File: src/rtl/hpc3_pkg.sv
// -----------------------------------------------------------------------------
// hpc3_pkg
// Shared definitions for the HPC3 fresh-randomness source:
//   - LFSR geometry (128-bit state, feedback taps 127/125/100/98)
//   - seed word geometry (32-bit words, four per full state)
//   - FSM state encoding
//   - half_rnd(d): number of fresh-bit pairs an order-d HPC3 gadget consumes
//   - lfsr_step(s): one shift of the Fibonacci LFSR
// -----------------------------------------------------------------------------
package hpc3_pkg;

  localparam int LFSR_W     = 128;
  localparam int SEED_W     = 32;
  localparam int SEED_WORDS = LFSR_W / SEED_W;

  localparam int TAP_0 = 127;
  localparam int TAP_1 = 125;
  localparam int TAP_2 = 100;
  localparam int TAP_3 = 98;

  typedef enum logic [1:0] {
    IDLE,
    SEED,
    WARMUP,
    RUN
  } state_e;

  function automatic int half_rnd(input int d);
    return d * (d + 1) / 2;
  endfunction

  function automatic logic [LFSR_W-1:0] lfsr_step(input logic [LFSR_W-1:0] s);
    return {s[LFSR_W-2:0], s[TAP_0] ^ s[TAP_1] ^ s[TAP_2] ^ s[TAP_3]};
  endfunction

endpackage

File: src/rtl/hpc3_lfsr_unroll.sv
// -----------------------------------------------------------------------------
// hpc3_lfsr_unroll
// Purely combinational: advances the 128-bit LFSR state by N steps in one
// cycle, so a single register update delivers N fresh output bits.
// Ports:
//   i_s  in  [127:0]  current LFSR state
//   o_s  out [127:0]  state after N consecutive steps
// -----------------------------------------------------------------------------
module hpc3_lfsr_unroll
  import hpc3_pkg::*;
#(
  parameter int N = 2
) (
  input  logic [LFSR_W-1:0] i_s,
  output logic [LFSR_W-1:0] o_s
);

  logic [LFSR_W-1:0] w_s;

  always_comb begin
    w_s = i_s;
    // NOTE: blocking assignments chain each step onto the previous one within
    // a single evaluation; this is what makes the loop a combinational unroll.
    for (int i = 0; i < N; i++) begin
      w_s = lfsr_step(w_s);
    end
  end

  assign o_s = w_s;

endmodule

File: src/rtl/hpc3_rnd_source.sv
// -----------------------------------------------------------------------------
// hpc3_rnd_source
// Fresh-randomness producer for one masked HPC3 gadget. A 128-bit LFSR is
// loaded with four 32-bit seed words, free-runs for warmup_cycles advances
// with its output hidden, then offers RND_W bits per valid/ready transfer.
// Each advance moves the LFSR RND_W steps, so no output bit is reused.
//
// Parameters:
//   security_order  masking order d; RND_W = 2*d*(d+1)/2
//   warmup_cycles   advances between seeding and first valid output (1..255)
// Ports:
//   clk         in   clock, rising edge
//   rst_n       in   asynchronous active-low reset
//   seed_data   in   [31:0] seed word
//   seed_valid  in   seed word present
//   seed_ready  out  seed word accepted (IDLE/SEED)
//   reseed      in   one-cycle pulse: abandon stream, wait for new seed
//   rnd_out     out  [RND_W-1:0] randomness for the gadget r port
//   rnd_valid   out  rnd_out fresh and unused (RUN)
//   rnd_ready   in   consumer takes rnd_out this cycle
//   busy        out  seeding or warming up
// -----------------------------------------------------------------------------
module hpc3_rnd_source
  import hpc3_pkg::*;
#(
  parameter  int security_order = 1,
  parameter  int warmup_cycles  = 16,
  localparam int RND_W          = 2 * half_rnd(security_order)
) (
  input  logic              clk,
  input  logic              rst_n,
  input  logic [SEED_W-1:0] seed_data,
  input  logic              seed_valid,
  output logic              seed_ready,
  input  logic              reseed,
  output logic [RND_W-1:0]  rnd_out,
  output logic              rnd_valid,
  input  logic              rnd_ready,
  output logic              busy
);

  if (RND_W < 1 || RND_W > LFSR_W) begin : g_bad_rnd_w
    $error("hpc3_rnd_source: RND_W=%0d must be in 1..%0d", RND_W, LFSR_W);
  end
  if (warmup_cycles < 1 || warmup_cycles > 255) begin : g_bad_warmup
    $error("hpc3_rnd_source: warmup_cycles=%0d must be in 1..255", warmup_cycles);
  end

  localparam logic [7:0] WARM_LAST = 8'(warmup_cycles - 1);

  state_e            r_state;
  state_e            w_state_nxt;
  logic [1:0]        r_k;
  logic [1:0]        w_k_nxt;
  logic [7:0]        r_cnt;
  logic [7:0]        w_cnt_nxt;
  logic [LFSR_W-1:0] r_s;
  logic [LFSR_W-1:0] w_s_nxt;
  logic [LFSR_W-1:0] w_s_adv;
  logic              w_zero_seed;

  hpc3_lfsr_unroll #(
    .N (RND_W)
  ) u_unroll (
    .i_s (r_s),
    .o_s (w_s_adv)
  );

  // Words 0..2 of the current seeding already sit in the low 96 bits when the
  // final word arrives, so the all-zero test needs no extra storage.
  assign w_zero_seed = (r_s[3*SEED_W-1:0] == '0) && (seed_data == '0);

  always_comb begin
    // NOTE: every next-state signal gets its hold value first, so no path
    // through the case below can leave one unassigned and infer a latch.
    w_state_nxt = r_state;
    w_k_nxt     = r_k;
    w_cnt_nxt   = r_cnt;
    w_s_nxt     = r_s;

    if (reseed) begin
      // Reseed wins over any seed word or handshake in the same cycle; the
      // LFSR contents are kept but never shown again before a full reload.
      w_state_nxt = IDLE;
      w_k_nxt     = '0;
      w_cnt_nxt   = '0;
    end else begin
      unique case (r_state)
        IDLE, SEED: begin
          if (seed_valid) begin
            w_s_nxt[{r_k, 5'd0} +: SEED_W] = seed_data;
            if (r_k == 2'(SEED_WORDS - 1)) begin
              // An all-zero state is the LFSR's fixed point; escape it.
              if (w_zero_seed) w_s_nxt[0] = 1'b1;
              w_k_nxt     = '0;
              w_state_nxt = WARMUP;
            end else begin
              w_k_nxt     = r_k + 2'd1;
              w_state_nxt = SEED;
            end
          end
        end
        WARMUP: begin
          w_s_nxt = w_s_adv;
          if (r_cnt == WARM_LAST) begin
            w_cnt_nxt   = '0;
            w_state_nxt = RUN;
          end else begin
            w_cnt_nxt = r_cnt + 8'd1;
          end
        end
        RUN: begin
          if (rnd_ready) w_s_nxt = w_s_adv;
        end
        default: w_state_nxt = IDLE;
      endcase
    end
  end

  // NOTE: sequential state uses non-blocking assignments so all registers
  // update together from values sampled at the same edge.
  always_ff @(posedge clk or negedge rst_n) begin
    if (!rst_n) begin
      r_state <= IDLE;
      r_k     <= '0;
      r_cnt   <= '0;
      r_s     <= '0;
    end else begin
      r_state <= w_state_nxt;
      r_k     <= w_k_nxt;
      r_cnt   <= w_cnt_nxt;
      r_s     <= w_s_nxt;
    end
  end

  assign seed_ready = (r_state == IDLE) || (r_state == SEED);
  assign busy       = (r_state == SEED) || (r_state == WARMUP);
  assign rnd_valid  = (r_state == RUN);
  assign rnd_out    = r_s[RND_W-1:0];

endmodule

File: config.mk
export PLATFORM = sky130hd
export DESIGN_NAME = hpc3_rnd_source
export DESIGN_NICKNAME = d
export VERILOG_FILES = /design/src/rtl/hpc3_pkg.sv /design/src/rtl/hpc3_lfsr_unroll.sv /design/src/rtl/hpc3_rnd_source.sv
export SDC_FILE = /design/constraint.sdc
export NUM_CORES = 1
export LEC_CHECK = 0
export BUFFER_PORTS_ARGS = -buffer_cell sky130_fd_sc_hd__buf_4
export CELL_PAD_IN_SITES_DETAIL_PLACEMENT = 1
export CELL_PAD_IN_SITES_GLOBAL_PLACEMENT = 1
export CORE_AREA = 8 8 182 184
export CTS_BUF_LIST = sky130_fd_sc_hd__clkbuf_2
export DETAILED_ROUTE_END_ITERATION = 6
export DIE_AREA = 0 0 190 192
export GPL_ROUTABILITY_DRIVEN = 0
export PLACE_DENSITY = 0.46
export REMOVE_ABC_BUFFERS = 1
export SETUP_SLACK_MARGIN = 0.2
export SLEW_MARGIN = 30
export SYNTH_ARGS = -nofsm -noshare
export SYNTH_HDL_FRONTEND = slang
export SYNTH_SLANG_ARGS = --single-unit
File: constraint.sdc
create_clock -name clk -period 1.8 [get_ports clk]
set_input_delay 0.36 -clock clk [delete_from_list [all_inputs] [get_ports clk]]
set_output_delay 0.36 -clock clk [all_outputs]
set_load 0.005 [all_outputs]
==> results.ini, run 1 <==
[global_routing]
grt_max_degree = 35
antenna_found_initial = 1
grt_pass1_wl_um = 50900
grt_overflow = 0
grt_use_total_pct = 18.6
first_global_vias = 7875

[floorplanning]
io_pins = 42
start_util_pct = 22.6
die_x_um = 190
die_area_sq_um = 36500
std_cell_rows = 64
core_area_sq_um = 30200
die_h_um = 192

[timing]
finalClockSkew_ns = 0.0736
setup_violations = 140
grt_setup_unrepaired = yes
timing.final.hold_violations = 0
setup_slack_ns = -0.548
max_slew_margin_pct = 48.5
period_minus_slack_ns = 2.35
drv_slew = 0
post-route-period-util_pct = 130
max_freq_mhz = 426
tightest_slew_ns = 0.769

[routing]
drt_iter0_markers = 426
drt_pass1_iterations = 5
via_per_inst = 5.20
finalWirelength_um = 35100
drc_errors = 0
vias = 7317
wl_per_cell_um = 24.9
drtAntennaViolNets = 0

[yosys]
syn_avg_cell_area_sq_um = 9.48
ys.flop_type = dfrtp_1
synth_edf_count = 0
synth_top_area_share_pct = 51.4
ys_top_cells_by_count = 140 x dfrtp_1, 127 x a22oi_1, 109 x nand2_1, 73 x o21ai_0, 47 x nor2_1
synth_compound_area_share_pct = 26.5
synthXorXnorAreaFrac_pct = 1.03
yosysUniqueCellTypes = 37
ys_seq_area_share_pct = 51.4
synth-seq-cells = 140
synth_most_common_cell = dfrtp_1
synthSimpleGateAreaFrac_pct = 14.6
yosys.area_share.adder_pct = 1.65
ys_top_cells_by_area = dfrtp_1 51%, a22oi_1 14%, nand2_1 6.0%
synthMuxAreaShare_pct = 0.147
async_flop_share_pct = 100
syn_area_sq_um = 6820
synth_top_cell_by_area = dfrtp_1
synth_top_family_by_area = compound AO/OA/AOI/OAI gates
yosysWarnings = 0
syn_inst = 719

[place]
dpl.hpwl_um = 18300
dpl.cell_count = 1220
io_buffers = 41
detailed_place.area_sq_um = 8490

[finish]
stdcell_count = 1408
area_delta_synth_final_pct = 86.6
finish.instance_area_sq_um = 12700
fillers = 3215
nNetsFinal = 1043
drive_above_1_share_pct = 59.3

[setup_path]
worst-path-stages = 13
cp.arrival_ns = 3.08
r2r_end = r_s[49]$_DFFE_PN0P_
critPathCapture = r_s[49]$_DFFE_PN0P_
slowest_stage = dfrtp_1
worstPathRequired_ns = 2.53
worstSetupEndpointType = flop
cp_top_family = buffers and inverters
critPathMaxFanout = 8
reg2reg_depth = 13
reg2reg_from = r_state[0]$_DFFE_PN0P_
crit_path_start = r_state[0]$_DFFE_PN0P_
cpMostUsedCell = buf_6
critical_path_buf_inv_count = 7
worstSetupStartpointType = flop
crit_chain = inv_2, ha_4, or2_4, buf_6, a221oi_4, buf_4, buf_6, o21a_4, buf_6, buf_12, buf_16, nor2_1, a21oi_1
slowest_delay_ns = 0.46
critPathKind = reg2reg
rrSetupSlack_ns = -0.55

[pwr]
p_leak_uw = 0.00524
peakVddDrop_uv = 524
p_per_area_nw_per_um2 = 1320

[status]
violations = negative setup slack
status = finished with violations

[run]
maxCapViolCount = 0

[clocking]
cts_root_buf = clkbuf_2
clockBufferDepth = 2
cts_tree = built
numCtsBuffers = 17
htreeDepth = 4
cts_sinks = 140
clk_pin_slew_ns = 0.25
clk_latency_ns = 0.84

[min_path]
hold_class = in2reg

==> worst min path at each step <==
stage                  start                     end  slack, ns  cells past startpoint
2_1_floorplan          rst_n    r_cnt[0]$_DFFE_PN0P_       0.06                      0
3_3_place_gp           rst_n      r_k[0]$_DFFE_PN0P_       0.32                      1
3_5_place_dp           rst_n  r_state[1]$_DFFE_PN0P_       0.32                      1
4_1_cts        seed_data[24]     r_s[56]$_DFFE_PN0P_      0.004                      4
5_1_grt        seed_data[20]     r_s[84]$_DFFE_PN0P_     -0.006                      4
6_report       seed_data[20]     r_s[52]$_DFFE_PN0P_       0.04                      4
==> what timing repair did <==
action	in CTS	in global routing
cloned	39	12
gates resized for setup	252	272
hold buffers	35	0
buffers inserted	55	13
setup endpoints to repair	140	142
endpoints found under the hold margin	234	0
pin swaps	46	112
==> state kept, by name, indices dropped and copies added, names as in the netlist <==
signal   flops
r_s        128
r_k          2
r_cnt        8
r_state      2
==> cells in the final DEF, fill, tap and decap left out, drive strengths merged <==
cell type,count
a31oi,1
or2,2
nor4b,1
o31ai,1
a221oi,2
o21ai,107
a21oi,36
nor4,35
and3,2
nand2,109
a22oi,127
nor3,3
a311o,2
or4,1
clkbuf,28
mux2i,1
inv,13
diode,2
nand2b,1
clkinvlp,2
o211ai,1
nor2,47
ha,9
nor2b,3
clkinv,6
a32o,1
nand3,3
dfrtp,140
nand4,8
buf,274
xnor2,3
dlygate4sd3,34
o21a,1
bufinv,1
xor2,5
==> power by group <==
group | internal (uW) | total, uW | switching, uW
clock network | 536 | 1950 | 1420
logic | 5360 | 10100 | 4750
registers | 3890 | 4750 | 861
==> layout make-up <==
class	count	area, sq um	area share, %
Antenna cell	2	5.00	0.0393
Clock buffer	18	90.1	0.708
Clock inverter	14	136	1.07
Inverter	8	30.0	0.236
Multi-Input combinational cell	512	4330	34.1
Sequential cell	140	3500	27.5
Tap cell	396	495	3.89
Timing Repair Buffer	318	4130	32.5
==> cells by family (layout without fill, tap and decap cells) <==
kind of cell / Yosys count / in the layout
AO/OA/AOI/OAI: 279 / 279
XOR/XNOR: 8 / 8
adder cells (fa/ha/maj): 9 / 9
buffers and inverters: 67 / 358
flip-flops: 140 / 140
multiplexers: 1 / 1
other: 0 / 2
AND/OR/NAND/NOR: 215 / 215
==> tightest hold or removal path, cell delays in order <==
cell,delay (ns)
buf_4,0.10
buf_4,0.15
a22oi_2,0.07
a21oi_2,0.11
==> layer usage <==
metal / GRT usage (%) / vias up / share of wire, %
met5: 0 / - / 0
met4: 6.37 / 0 / 2.3
li1: - / 3243 / -
met2: 30.6 / 171 / 50
met3: 3.14 / 44 / 3.9
met1: 24.2 / 3859 / 44
==> per-stage QoR <==
| stage | total power [uW] | setup TNS (ns) | util (%) | setup slack (ns) | hold WS [ns] |
|---|---|---|---|---|---|
| global route | 17600 | -76.94 | 42.2 | -0.683 | -0.00648 |
| global placement | 9070 | -15.86 | 28.1 | -0.581 | 0.317 |
| detailed placement | 9200 | -23.26 | 28.1 | -0.654 | 0.324 |
| CTS | 14800 | -59.12 | 37.6 | -0.566 | 0.00378 |
| finish | 16800 | -60.27 | 42.2 | -0.548 | 0.0356 |
| floorplan | 6310 | -390.56 | - | -3.19 | 0.0644 |
Note: power is estimated with default switching activity, not from simulation.
==> run 2: changes to the inputs <==
PLACE_DENSITY = 0.44   (was 0.46)
clock period = 2.2 ns   (was 1.8 ns; I/O delays follow)
==> run 2 against run 1 <==
Effect of this change:
- the flow still finishes with violations (negative setup slack)
- routed wire length fell by 21%
- worst hold slack improved by 0.038 ns
- global-route usage down 3.7 points
- critical path depth up 1
- sequential cell count unchanged
- via count decreased by 14%
- register-to-register slack better by 0.27 ns
- utilization is 11 points lower
- clock skew is 0.0048 ns lower
- critical endpoint is now r_s[94]$_DFFE_PN0P_
- highest routed layer unchanged
==> results.ini, run 2 (synthesis gave the netlist of run 1 again) <==
[routing]
wl_per_cell_um = 22.3  ; -11%
drc_errors = 0  ; unchanged
finalWirelength_um = 27800  ; -21%
drtAntennaViolNets = 0  ; unchanged
vias = 6266  ; -14%
drt_iter0_markers = 489  ; +15%
drt_pass1_iterations = 5  ; unchanged
via_per_inst = 5.03  ; -3.2%

[setup_path]
critPathKind = reg2reg
worstSetupEndpointType = flop
worstPathRequired_ns = 2.87  ; +0.34 ns
cpMostUsedCell = buf_6
slowest_stage = dfrtp_1
slowest_delay_ns = 0.46  ; about the same
cp.arrival_ns = 3.15  ; +0.07 ns
crit_chain = inv_2, ha_4, or2_4, buf_6, buf_6, buf_6, a221oi_4, buf_4, buf_6, o21ai_4, buf_12, buf_12, buf_16, o21ai_2
critical_path_buf_inv_count = 9  ; +2
rrSetupSlack_ns = -0.27  ; +0.27 ns
cp_top_family = buffers and inverters
worstSetupStartpointType = flop
critPathMaxFanout = 8  ; unchanged

[place]
dpl.cell_count = 1140  ; -6.6%
io_buffers = 41  ; unchanged
dpl.hpwl_um = 17000  ; -7.0%
pre_cts_ws_ns = -0.211  ; +0.443 ns

[min_path]
hold_class = in2reg

[clocking]
cts_root_buf = clkbuf_2
clockBufferDepth = 2  ; unchanged
cts_tree = built
clk_pin_slew_ns = 0.29  ; +0.04 ns
numCtsBuffers = 17  ; unchanged
cts_sinks = 140  ; unchanged
htreeDepth = 4  ; unchanged
clk_latency_ns = 0.77  ; -0.07 ns

[finish]
stdcell_count = 1246  ; -12%
drive_above_1_share_pct = 28.7  ; -31 points
fillers = 3375  ; +5.0%
top_regs = r_s (128), r_cnt (8)
mostFrequentLayoutCell = dfrtp_1
largest_reg_flops = 128  ; unchanged
fin_util_pct = 30.9  ; -11 points
area_delta_synth_final_pct = 36.6
layout_common_cells = 139 x dfrtp_1, 127 x a22oi_1, 89 x nand2_1, 82 x buf_4, 42 x o21ai_0
nNetsFinal = 882  ; -15%
regMostFlops = r_s

[pwr]
peakVddDrop_uv = 379  ; -28%
p_leak_uw = 0.00367  ; -30%
p_per_area_nw_per_um2 = 1050  ; -20%

[global_routing]
grt_overflow = 0  ; unchanged
first_global_vias = 6874  ; -13%
grt_pass1_wl_um = 42000  ; -18%
grt_max_degree = 65  ; +86%
grt_use_total_pct = 14.9  ; -3.7 points
antenna_found_initial = 1  ; unchanged

[floorplanning]
io_pins = 42  ; unchanged
die_h_um = 192  ; unchanged
std_cell_rows = 64  ; unchanged
core_area_sq_um = 30200  ; unchanged
start_util_pct = 22.6  ; unchanged
die_x_um = 190  ; unchanged
die_area_sq_um = 36500  ; unchanged

[timing]
tightest_slew_ns = 0.737  ; -0.0322 ns
max_slew_margin_pct = 50.4  ; +1.9 points
timing.final.hold_violations = 0  ; unchanged
max_freq_mhz = 404  ; -5.1%
drv_slew = 0  ; unchanged
period_minus_slack_ns = 2.47  ; +0.127 ns
grt_setup_unrepaired = yes
post-route-period-util_pct = 112  ; -18 points
finalClockSkew_ns = 0.0688  ; -0.00476 ns
setup_violations = 130  ; -7.1%
setup_slack_ns = -0.275  ; +0.273 ns

[run]
maxCapViolCount = 0  ; unchanged

[status]
status = finished with violations
violations = negative setup slack

-- run 2: where the power goes --
part           switching, uW  internal [uW]  total (uW)
Sequential               626           3190        3820
Combinational           2490           2000        4490
Clock                   1160            337        1490
-- run 2: cell type report --
class / instances / area [sq um] / share of cell area [%]
clock inverters: 15 / 128 / 1.37
diodes: 1 / 2.50 / 0.0269
inverters: 8 / 30.0 / 0.322
repair buffers: 157 / 1740 / 18.7
well taps: 396 / 495 / 5.32
flip-flops and latches: 140 / 3500 / 37.6
clock buffers: 17 / 85.1 / 0.913
multi-input cells: 512 / 3330 / 35.7
-- run 2: worst register-to-register path: cells and delay by family, from the launching register on --
family,cells,cell delay (ns)
simple gates,1,0.25
flops,1,0.46
fa+ha+maj,1,0.17
compound gates,3,0.40
buf+inv,9,1.10
-- run 2: path summary, 6_finish.rpt --
kind / depth (start not counted) / from / end
setup / recovery: 14 / r_state[1]$_DFFE_PN0P_ / r_s[94]$_DFFE_PN0P_
hold / removal: 3 / seed_data[31] / r_s[31]$_DFFE_PN0P_
setup reg to reg: 14 / r_state[1]$_DFFE_PN0P_ / r_s[94]$_DFFE_PN0P_
hold reg to reg: 2 / r_s[115]$_DFFE_PN0P_ / r_s[115]$_DFFE_PN0P_
max in group asynchronous: 3 / rst_n / r_s[52]$_DFFE_PN0P_
min in group asynchronous: 2 / rst_n / r_s[49]$_DFFE_PN0P_
-- run 2: metal layers --
layer	GRT usage, %	part of all wire (%)	wire [um]
met1	19.3	46	12700
met5	0	0	0
met2	24.8	49	13600
met3	2.43	3.3	918
met4	5.11	2.0	548
-- run 2: through the flow --
stage | instance area (sq um) | TNS [ns] | power [uW] | hold slack, ns
finish | 9310 | -25.20 | 9790 | 0.0740
global route | 9310 | -34.82 | 10500 | 0.0200
global placement | 7810 | -0.172 | 6940 | 0.439
CTS | 9010 | -26.50 | 9580 | 0.000108
detailed placement | 7810 | -0.619 | 7080 | 0.449
floorplan | 6530 | -339.31 | 5400 | 0.144
-- run 2: timing repair --
action,CTS,global route
gates cloned,10,5
pin swaps,18,23
buffers inserted,22,8
setup endpoints to repair,133,134
resized for setup,81,64
hold buffers,28,0
hold endpoints to repair,177,0
==> run 3: changes to the inputs <==
ABC_AREA = 1   (was default)
CORE_AREA = 8 8 192 194   (was 8 8 182 184)
DIE_AREA = 0 0 200 202   (was 0 0 190 192)
PLACE_DENSITY = 0.46   (was 0.44)
==> run 3 against run 2 <==
Effect of this change:
- the flow still finishes with violations (negative setup slack)
- critical path depth unchanged
- fmax up 11%
- sequential power up 2%
- combinational power up 74%
- via count up 18%
- register-to-register slack better by 0.24 ns
- routed wire length up 19%
- die area up 11%
- global-route usage up 0.52 points
- worst hold slack worse by 0.0017 ns
- clock power up 17%
- setup slack better by 0.24 ns
- largest cell class is now multi-input combinational cells
==> results.ini, run 3 <==
[finish]
nNetsFinal = 1187  ; +35%
largest_reg_flops = 128  ; unchanged
area_delta_synth_final_pct = 44.2
register_area_sq_um = 3500  ; unchanged
drive_above_1_share_pct = 29.8  ; +1.1 points
regMostFlops = r_s
top_regs = r_s (128), r_cnt (8)
mostFrequentLayoutCell = inv_1
finish.instance_area_sq_um = 11000  ; +18%
fillers = 4005  ; +19%
layout_common_cells = 176 x inv_1, 139 x dfrtp_1, 106 x nand2_1, 97 x o22ai_1, 77 x nor2_1
multi_input_area_sq_um = 3850  ; +16%

[place]
dpl.hpwl_um = 18500  ; +8.7%
detailed_place.area_sq_um = 8610  ; +10%
io_buffers = 41  ; unchanged

[pwr]
p_int_uw = 7360  ; +33%
total_power_uw = 13400  ; +37%
comb_power_share_pct = 58.0  ; +12 points
clkPwrFrac_pct = 13.0  ; -2.2 points
switching_share_pct = 45.2  ; +1.6 points
p_switching_uw = 6080  ; +42%
peakVddDrop_uv = 552  ; +46%
p_leak_uw = 0.00514  ; +40%
p_per_area_nw_per_um2 = 1220  ; +16%
seqPwrFrac_pct = 28.9  ; -10 points

[global_routing]
grt_overflow = 0  ; unchanged
first_global_vias = 7904  ; +15%
grt_pass1_wl_um = 47800  ; +14%
grt_max_degree = 65  ; unchanged
grt_use_total_pct = 15.4  ; +0.52 points
antenna_found_initial = 1  ; unchanged

[min_path]
whs_path_depth = 5  ; +2
worstHoldEndpoint = r_s[19]$_DFFE_PN0P_
hold_class = in2reg
hp-start = seed_data[19]

[timing]
max_slew_margin_pct = 62.1  ; +12 points
finalClockSkew_ns = 0.0470  ; -0.0218 ns
grt_setup_unrepaired = yes
timing.final.hold_violations = 0  ; unchanged
max_freq_mhz = 448  ; +11%
tightest_slew_ns = 0.562  ; -0.175 ns
post-route-period-util_pct = 102  ; -11 points
period_minus_slack_ns = 2.23  ; -0.242 ns
setup_violations = 23  ; -82%
whs_ns = 0.0723  ; -0.00175 ns
tns_ns = -0.237  ; +24.96 ns
setup_slack_ns = -0.0330  ; +0.242 ns
drv_slew = 0  ; unchanged

[yosys]
yosysUniqueCellTypes = 31  ; -16%
async_flop_share_pct = 100  ; unchanged
synth-seq-cells = 140  ; unchanged
syn_area_sq_um = 7630  ; +12%
synth_top_area_share_pct = 45.9  ; -5.5 points
synth_top_cell_by_area = dfrtp_1
yosysWarnings = 0  ; unchanged
ys.flop_type = dfrtp_1
syn_inst = 1025  ; +43%
ys_top_cells_by_area = dfrtp_1 46%, nand2_1 10%, o21ai_0 9.6%
syn_avg_cell_area_sq_um = 7.45  ; -21%
ys_top_cells_by_count = 208 x nand2_1, 179 x inv_1, 146 x o21ai_0, 140 x dfrtp_1, 97 x o22ai_1
synth_edf_count = 0  ; unchanged
synth_most_common_cell = nand2_1
ys_seq_area_share_pct = 45.9  ; -5.5 points

[setup_path]
critPathKind = reg2reg
slowest_stage = dfrtp_2
worstPathRequired_ns = 2.87  ; about the same
worstSetupStartpointType = flop
critPathMaxFanout = 6  ; -2
cp_top_family = buffers and inverters
cpMostUsedCell = buf_6
r2r_end = r_s[127]$_DFFE_PN0P_
worstSetupEndpointType = flop
reg2reg_depth = 14  ; unchanged
critical_path_buf_inv_count = 8  ; -1
rrSetupSlack_ns = -0.03  ; +0.24 ns
crit_chain = inv_2, ha_4, nor2_4, buf_6, buf_6, buf_6, nor2_4, nor3_4, inv_2, a21oi_4, buf_12, buf_12, clkbuf_16, o21ai_1
slowest_delay_ns = 0.48  ; +0.02 ns
reg2reg_from = r_state[0]$_DFFE_PN0P_
cp.arrival_ns = 2.90  ; -0.25 ns

[clocking]
htreeDepth = 4  ; unchanged
clockBufferDepth = 2  ; unchanged
numCtsBuffers = 17  ; unchanged
cts_root_buf = clkbuf_2
cts_sinks = 140  ; unchanged
cts_tree = built
clk_latency_ns = 0.77  ; about the same
clk_pin_slew_ns = 0.24  ; -0.05 ns

[routing]
via_per_inst = 4.61  ; -8.3%
finalWirelength_um = 33100  ; +19%
wl_per_cell_um = 20.6  ; -7.7%
drt_iter0_markers = 432  ; -12%
drtAntennaViolNets = 0  ; unchanged
drc_errors = 0  ; unchanged
vias = 7423  ; +18%
drt_pass1_iterations = 4  ; -1

[status]
status = finished with violations
violations = negative setup slack

[floorplanning]
die_area_sq_um = 40400  ; +11%
start_util_pct = 22.5  ; -0.098 points
core_area_sq_um = 33900  ; +12%
io_pins = 42  ; unchanged
die_x_um = 200  ; +5.3%
die_h_um = 202  ; +5.2%
std_cell_rows = 68  ; +6.3%

[run]
maxCapViolCount = 0  ; unchanged

[run 3: cell types whose count changed in the layout (fill, tap and decap cells not counted), moves of 28 or more]
cell     previous run  this run
inv_1               5       176
a22oi_1           127         0
o22ai_1             0        97
nand2_2            11        65
nand3_1             3        49
nor2_1             39        77
nor4_1             32         0
o21ai_2            22        53
o21ai_1            39        69
nand2_4             9        37
[run 3: final cells by class]
| type | count | area share (%) |
|---|---|---|
| timing repair buffer | 155 | 19.4 |
| antenna | 1 | 0.0227 |
| clock inverter | 15 | 1.57 |
| inverter | 182 | 6.21 |
| multi-input combinational | 645 | 35.0 |
| clock buffer | 17 | 0.773 |
| sequential | 140 | 31.8 |
| tap | 455 | 5.17 |
[run 3: logic make-up after synthesis]
| group | after synthesis | share of synthesized area [%] |
|---|---|---|
| flip-flops | 140 | 45.9 |
| AND/OR/NAND/NOR | 349 | 18.7 |
| buffers and inverters | 240 | 12.8 |
| AO/OA/AOI/OAI | 280 | 20.4 |
| XOR/XNOR | 7 | 0.803 |
| adder cells (fa/ha/maj) | 9 | 1.47 |
[run 3: repair_timing]
item,in CTS,in global routing
hold endpoints to repair,121,0
setup buffers,26,11
resized for setup,145,207
hold buffers,18,0
cloned,16,17
setup endpoints to repair,65,133
pin swaps,20,5
[run 3: power by group through the flow]
stage	sequential, uW	clock [uW]	combinational, uW
finish	3890	1750	7800
global route	4010	1910	8430
CTS	3880	1820	6450
detailed placement	3930	0	4880
global placement	3920	0	4860
floorplan	3800	0	2830
[run 3: how the worst max path moves through the flow]
stage	slack, ns	depth (start not counted)	start	to
6_report	-0.03	14	r_state[0]$_DFFE_PN0P_	r_s[127]$_DFFE_PN0P_
5_1_grt	-0.13	15	r_state[0]$_DFFE_PN0P_	r_s[36]$_DFFE_PN0P_
4_1_cts	-0.04	5	r_state[0]$_DFFE_PN0P_	seed_ready
3_5_place_dp	0.14	9	r_state[0]$_DFFE_PN0P_	r_s[109]$_DFFE_PN0P_
3_3_place_gp	0.23	10	r_state[0]$_DFFE_PN0P_	r_s[95]$_DFFE_PN0P_
2_1_floorplan	-1.75	7	r_state[0]$_DFFE_PN0P_	r_s[1]$_DFFE_PN0P_
[run 3: worst register-to-register path, stage by stage (launching register included)]
cell	delay (ns)
dfrtp_2	0.48
inv_2	0.07
ha_4	0.16
nor2_4	0.13
buf_6	0.11
buf_6	0.08
buf_6	0.09
nor2_4	0.03
nor3_4	0.16
inv_2	0.11
a21oi_4	0.19
buf_12	0.15
buf_12	0.15
clkbuf_16	0.18
o21ai_1	0.06
[run 3: stage by stage]
stage / setup slack (ns) / utilization (%) / cells
2_1_floorplan: -1.75 / - / 967
3_3_place_gp: 0.229 / 25.4 / 1489
3_5_place_dp: 0.137 / 25.4 / 1489
4_1_cts: -0.0391 / 29.3 / 1581
5_1_grt: -0.132 / 32.4 / 1610
6_report: -0.0330 / 32.4 / 1610
[run 3: layer usage]
layer	wire length, um	GRT usage, %	vias to the layer above
met2	16600	26.1	70
li1	-	-	3576
met5	0	0	-
met1	15500	20.7	3760
met3	616	1.95	17
met4	350	3.21	0
